### config.mk
export PLATFORM = sky130hd
export DESIGN_NAME = elevator_request_scheduler
export DESIGN_NICKNAME = d
export VERILOG_FILES = /design/src/rtl/elevator_pkg.sv /design/src/rtl/scan_select.sv /design/src/rtl/elevator_request_scheduler.sv
export SDC_FILE = /design/constraint.sdc
export NUM_CORES = 1
export LEC_CHECK = 0
export CELL_PAD_IN_SITES_DETAIL_PLACEMENT = 1
export CELL_PAD_IN_SITES_GLOBAL_PLACEMENT = 1
export CORE_MARGIN = 1.5
export CORE_UTILIZATION = 39
export DETAILED_ROUTE_END_ITERATION = 12
export PLACE_DENSITY_LB_ADDON = 0.1
export SYNTH_ARGS = -nofsm -noshare
export SYNTH_HDL_FRONTEND = slang
export SYNTH_SLANG_ARGS = --single-unit
### constraint.sdc
create_clock -name CLK -period 1.9 [get_ports CLK]
set_input_delay 0.38 -clock CLK [delete_from_list [all_inputs] [get_ports CLK]]
set_output_delay 0.38 -clock CLK [all_outputs]
set_load 0.02 [all_outputs]
### src/rtl/elevator_pkg.sv
// Shared floor encoding and scheduler state type for the elevator request scheduler.
// Floors are numbered 1..NUM_FLOORS; encoding 0 and codes above NUM_FLOORS are invalid.
package elevator_pkg;

  localparam int NUM_FLOORS = 8;
  localparam int FLOOR_W    = 4;

  localparam logic [FLOOR_W-1:0] FLOOR_MIN = 4'd1;
  localparam logic [FLOOR_W-1:0] FLOOR_MAX = 4'd8;

  typedef enum logic [1:0] {
    ST_IDLE,
    ST_DISPATCH,
    ST_SERVING,
    ST_EMERG
  } state_t;

endpackage

### src/rtl/scan_select.sv
// SCAN target selector: purely combinational, zero latency, no flow control.
// Prefers the nearest pending floor ahead of the sweep (current floor included), else reverses.
module scan_select #(
  parameter int NUM_FLOORS = elevator_pkg::NUM_FLOORS,
  parameter int FLOOR_W    = elevator_pkg::FLOOR_W
) (
  input  logic [NUM_FLOORS:1] pending,
  input  logic [FLOOR_W-1:0]  car_floor,
  input  logic                sweep_up,
  output logic                sel_valid,
  output logic [FLOOR_W-1:0]  sel_floor,
  output logic                sel_dir
);
  import elevator_pkg::*;

  logic               ahead_vld;
  logic               behind_vld;
  logic [FLOOR_W-1:0] ahead_floor;
  logic [FLOOR_W-1:0] behind_floor;

  always_comb begin
    ahead_vld    = 1'b0;
    behind_vld   = 1'b0;
    ahead_floor  = FLOOR_W'(FLOOR_MIN);
    behind_floor = FLOOR_W'(FLOOR_MIN);
    if (sweep_up) begin
      // Last hit wins: the down-counting scan leaves the lowest floor at/above the car.
      for (int f = NUM_FLOORS; f >= 1; f--) begin
        if (pending[f] && (FLOOR_W'(f) >= car_floor)) begin
          ahead_vld   = 1'b1;
          ahead_floor = FLOOR_W'(f);
        end
      end
      for (int f = 1; f <= NUM_FLOORS; f++) begin
        if (pending[f] && (FLOOR_W'(f) < car_floor)) begin
          behind_vld   = 1'b1;
          behind_floor = FLOOR_W'(f);
        end
      end
    end else begin
      for (int f = 1; f <= NUM_FLOORS; f++) begin
        if (pending[f] && (FLOOR_W'(f) <= car_floor)) begin
          ahead_vld   = 1'b1;
          ahead_floor = FLOOR_W'(f);
        end
      end
      for (int f = NUM_FLOORS; f >= 1; f--) begin
        if (pending[f] && (FLOOR_W'(f) > car_floor)) begin
          behind_vld   = 1'b1;
          behind_floor = FLOOR_W'(f);
        end
      end
    end
    sel_valid = ahead_vld | behind_vld;
    sel_floor = ahead_vld ? ahead_floor : behind_floor;
    sel_dir   = ahead_vld ? sweep_up : ~sweep_up;
  end

endmodule

### src/rtl/elevator_request_scheduler.sv
// Collects floor calls and dispatches one SCAN-ordered target at a time; call-to-valid is 2 cycles.
// target_floor is held while target_ready is low; an emergency drops all calls and any dispatch.
module elevator_request_scheduler #(
  parameter int NUM_FLOORS     = elevator_pkg::NUM_FLOORS,
  parameter int FLOOR_W        = elevator_pkg::FLOOR_W,
  parameter int TIMEOUT_CYCLES = 1 << 29
) (
  input  logic                CLK,
  input  logic                reset,
  input  logic [NUM_FLOORS:1] call_floor,
  input  logic                emergency_button,
  input  logic [FLOOR_W-1:0]  car_floor,
  input  logic                arrived,
  input  logic                target_ready,
  output logic [FLOOR_W-1:0]  target_floor,
  output logic                target_valid,
  output logic [NUM_FLOORS:1] pending,
  output logic                sweep_up,
  output logic                emergency_active,
  output logic                fault
);
  import elevator_pkg::*;

  localparam int               CNT_W    = (TIMEOUT_CYCLES > 1) ? $clog2(TIMEOUT_CYCLES) : 1;
  localparam logic [CNT_W-1:0] CNT_LAST = CNT_W'(TIMEOUT_CYCLES - 1);

  state_t              state;
  state_t              state_nxt;
  logic                car_ok;
  logic [NUM_FLOORS:1] clear_mask;
  logic                sel_valid;
  logic [FLOOR_W-1:0]  sel_floor;
  logic                sel_dir;
  logic [CNT_W-1:0]    serve_cnt;
  logic                dispatch_go;
  logic                timeout_hit;

  assign car_ok = (car_floor >= FLOOR_W'(FLOOR_MIN)) && (car_floor <= FLOOR_W'(NUM_FLOORS));

  // An arrival reported at an invalid floor must not clear anything.
  always_comb begin
    clear_mask = '0;
    for (int f = 1; f <= NUM_FLOORS; f++) begin
      if (arrived && car_ok && (car_floor == FLOOR_W'(f))) begin
        clear_mask[f] = 1'b1;
      end
    end
  end

  scan_select #(
    .NUM_FLOORS (NUM_FLOORS),
    .FLOOR_W    (FLOOR_W)
  ) u_scan_select (
    .pending   (pending),
    .car_floor (car_floor),
    .sweep_up  (sweep_up),
    .sel_valid (sel_valid),
    .sel_floor (sel_floor),
    .sel_dir   (sel_dir)
  );

  always_ff @(posedge CLK or posedge reset) begin
    if (reset) begin
      state <= ST_IDLE;
    end else begin
      state <= state_nxt;
    end
  end

  always_comb begin
    state_nxt   = state;
    dispatch_go = 1'b0;
    timeout_hit = 1'b0;
    if (emergency_button) begin
      state_nxt = ST_EMERG;
    end else begin
      case (state)
        ST_IDLE: begin
          if (sel_valid && car_ok) begin
            state_nxt   = ST_DISPATCH;
            dispatch_go = 1'b1;
          end
        end
        ST_DISPATCH: begin
          if (target_ready) begin
            state_nxt = ST_SERVING;
          end
        end
        ST_SERVING: begin
          if (arrived && (car_floor == target_floor)) begin
            state_nxt = ST_IDLE;
          end else if (serve_cnt == CNT_LAST) begin
            // Abandon the dispatch but keep its call pending for a later retry.
            state_nxt   = ST_IDLE;
            timeout_hit = 1'b1;
          end
        end
        ST_EMERG: begin
          state_nxt = ST_IDLE;
        end
        default: begin
          state_nxt = ST_IDLE;
        end
      endcase
    end
  end

  always_ff @(posedge CLK or posedge reset) begin
    if (reset) begin
      pending          <= '0;
      target_floor     <= FLOOR_W'(FLOOR_MIN);
      target_valid     <= 1'b0;
      sweep_up         <= 1'b1;
      emergency_active <= 1'b0;
      fault            <= 1'b0;
      serve_cnt        <= '0;
    end else begin
      if (emergency_button || (state == ST_EMERG)) begin
        pending <= '0;
      end else begin
        pending <= (pending | call_floor) & ~clear_mask;
      end

      target_valid     <= (state_nxt == ST_DISPATCH);
      emergency_active <= (state_nxt == ST_EMERG);

      if (dispatch_go) begin
        target_floor <= sel_floor;
        sweep_up     <= sel_dir;
      end

      if (timeout_hit || !car_ok) begin
        fault <= 1'b1;
      end

      // Held at zero outside SERVING so every new dispatch starts a fresh count.
      if (state != ST_SERVING) begin
        serve_cnt <= '0;
      end else if (serve_cnt != {CNT_W{1'b1}}) begin
        serve_cnt <= serve_cnt + 1'b1;
      end
    end
  end

endmodule

==> metrics.txt <==
status complete, but fails checks; failing checks setup timing; Worst Reg-to-Reg Cells 8; unrepaired setup endpoints after global routing true; initial antenna violation count 0; Synth top area share 35.3%; WL/cell 21.2 um; TritonCTS buffer count 5; worst clock skew 0.00933 ns; gr usage total 29.1%; IO buf count 32; global placement routability congestion 0.973; Via density 5.75; Place WS -0.755 ns; Remaining Overflow, GRT 0; Top-Level Pins 33; Commonest cells post-synth nor2_1 (52), dfrtp_1 (45), a21oi_1 (31); Area Overhead vs Synth 53.5%; Post-Syn Area 3190 um^2; routed wire length 12.9 mm; Die Y 93.5 um; # setup viols final 6; final hold slack 0.287 ns; synthesized net count 403; Die Span X 93.5 um; HPWL after DPL 7.96 mm; Final Non-Filler Cells 611; Crit. End Element flip-flop; CTS max path bufs 2; Reg-to-Reg Start serve_cnt[1]; worst-path fanout max 4; post-synthesis sequential area ratio 36.9%; # clock sinks 47; Final Slew Violations 0; worst setup margin -0.0848 ns; clock transition at the registers of the reported paths 0.09 ns; n_diodes 0; slew margin rel. 75.5%; first-pass GRT wire length 19.6 mm; post-layout util 62.5%; cell with the most instances after synthesis nor2_1; EDFF count, synth 0; Lkg Pwr 2.23 nW; Min Clock Period, post-route 1.98 ns; fmax 504 MHz; maxcap violations 0; Yosys top cell by area dfrtp_1; Final Cycle Share 104%; ranking of synthesized cells by area dfrtp_1 (35%), nor2_1 (6.1%), a21oi_1 (4.9%); placed insts 580; number of cells produced by synthesis 385; worst stage delay on the critical path 0.45 ns; NumNets Final 526; type of the worst setup path flip-flop to flip-flop; CP Cell Sequence ha_4 -> and3_4 -> nand4_1 -> nand4bb_4 -> buf_4 -> buf_4 -> nor3_2 -> or3b_2; asr flop ratio synth 100%; slowest cell on the critical path or3b_2; Synth Warn # 0; H-tree depth 2; Worst Path Required 2.08 ns; largest net degree at the start of global routing 41; Netlist cell types 59; num rows 32; total iterations of the first detailed-routing run 4; most used cell, CP buf_4; core box area 7850 um^2; DIE AREA 8740 um^2; Worst-Margin Slew 0.364 ns; DR DRC count 0; share of cells above drive strength 1 41.3%; Vias 3513; CTS tree built; Max VDD drop 744 uV; Startpoint Class flip-flop; PwrDens 714 nW/um^2; final hold violations 0; R2R Setup Slk -0.08 ns; Synth Flop Type dfrtp_1; terminus of the critical flop-to-flop path fault; vias in the first global route 3755; Clock Tree Root clkbuf_8; Skew-Pair Late Insertion Delay 0.31 ns; effective utilization at floorplan 40.7%; post-synthesis register bit count 47; Syn Area/Cell 8.30 um^2; Detailed Route Iter0 Violations 237; Worst EP arrival 2.17 ns; hold crit path type primary input to asynchronous set/reset pin; Routed Antenna Nets 0
## layout make-up
| cell class | instances | area (um^2) |
|---|---|---|
| Clock buffer | 7 | 86.3 |
| Sequential cell | 47 | 1180 |
| Clock inverter | 1 | 8.76 |
| Tap cell | 102 | 128 |
| Timing Repair Buffer | 145 | 1200 |
| Fill cell | 914 | 2940 |
| Multi-Input combinational cell | 299 | 2260 |
| Inverter | 10 | 37.5 |
## power breakdown
part	internal (mW)	switching, mW
logic	0.771	0.868
clock network	0.300	0.373
registers	1.09	0.0928
total	2.17	1.33
## flip-flops by register name, indices dropped and copies added (netlist names)
signal	cells
state	2
target_floor	4
sweep_up	1
emergency_active	1
serve_cnt	29
target_valid	1
pending	8
fault	1
## through the flow
stage | setup TNS [ns] | area, um^2 | power (mW)
detailed placement | -6.68 | 4220 | 2.51
floorplan | -0.425 | 3240 | 1.89
CTS | -0.111 | 4630 | 3.37
finish | -0.303 | 4900 | 3.50
global route | -1.57 | 4900 | 3.66
global placement | -5.34 | 4220 | 2.48
## placed cells by master (no fill, tap or decap), drive strengths merged, types with 2 or more instances in the layout
master / netlist / layout
clkbuf: 12 / 8
and2: 5 / 5
or3b: 3 / 3
dfstp: 2 / 2
nor2b: 7 / 7
a41oi: 2 / 2
o21bai: 4 / 4
o211ai: 4 / 4
and4: 3 / 3
a22oi: 4 / 4
dlymetal6s2s: 0 / 6
xnor2: 15 / 15
nor3: 7 / 7
a31oi: 8 / 8
o31ai: 3 / 3
a32oi: 2 / 2
a211oi: 4 / 4
clkdlybuf4s50: 0 / 18
nor3b: 2 / 2
nand4: 8 / 8
or3: 3 / 3
dlygate4sd2: 0 / 4
a21boi: 2 / 2
buf: 18 / 116
nor4: 3 / 3
o2bb2ai: 4 / 4
a21oi: 31 / 31
a31o: 3 / 3
nand2: 28 / 28
dfrtp: 45 / 45
and3: 14 / 14
nor2: 53 / 54
or2: 2 / 2
o22ai: 4 / 4
xor2: 17 / 17
o21ai: 22 / 22
mux2i: 3 / 3
nand2b: 4 / 4
nand3: 11 / 11
inv: 10 / 10
## worst max path at each step
stage / startpoint / endpoint / slack (ns)
floorplan: sweep_up / target_valid / -0.19
global placement: car_floor[1] / target_floor[2] / -0.68
detailed placement: car_floor[1] / target_floor[1] / -0.76
CTS: pending[5] / target_floor[2] / -0.07
global route: pending[3] / target_valid / -0.14
finish: serve_cnt[1] / fault / -0.08
## cell families after synthesis
logic type / after synthesis / synth area share [%]
AOI/OAI and AO/OA: 105 / 21.7
xor gates and xnor gates: 32 / 8.77
adders and majority gates: 1 / 0.392
buffers and inverters: 40 / 5.88
DFF: 47 / 36.9
muxes: 4 / 1.29
and+or+nand+nor: 156 / 25.1
## worst max-delay path: cells and delay by family (launching register included)
family | cells | cell delay [ns]
fa+ha+maj | 1 | 0.18
buf+inv | 2 | 0.26
simple gates | 5 | 1.00
flops | 1 | 0.43
## layer usage
layer | vias to the layer above | GRT usage (%) | part of all wire (%)
met5 | - | 0 | 0
met4 | 0 | 11.9 | 4.0
met3 | 41 | 3.74 | 2.5
met2 | 88 | 52.8 | 52
met1 | 1774 | 34.3 | 42
li1 | 1610 | - | -
## repair_timing
action / in CTS / in global routing
cloned: 4 / 0
pin swaps: 22 / 43
hold buffers: 0 / 0
setup buffers: 8 / 12
resized for setup: 68 / 57
setup endpoints to repair: 27 / 33
No activity file was read; power rests on OpenSTA's default activity.
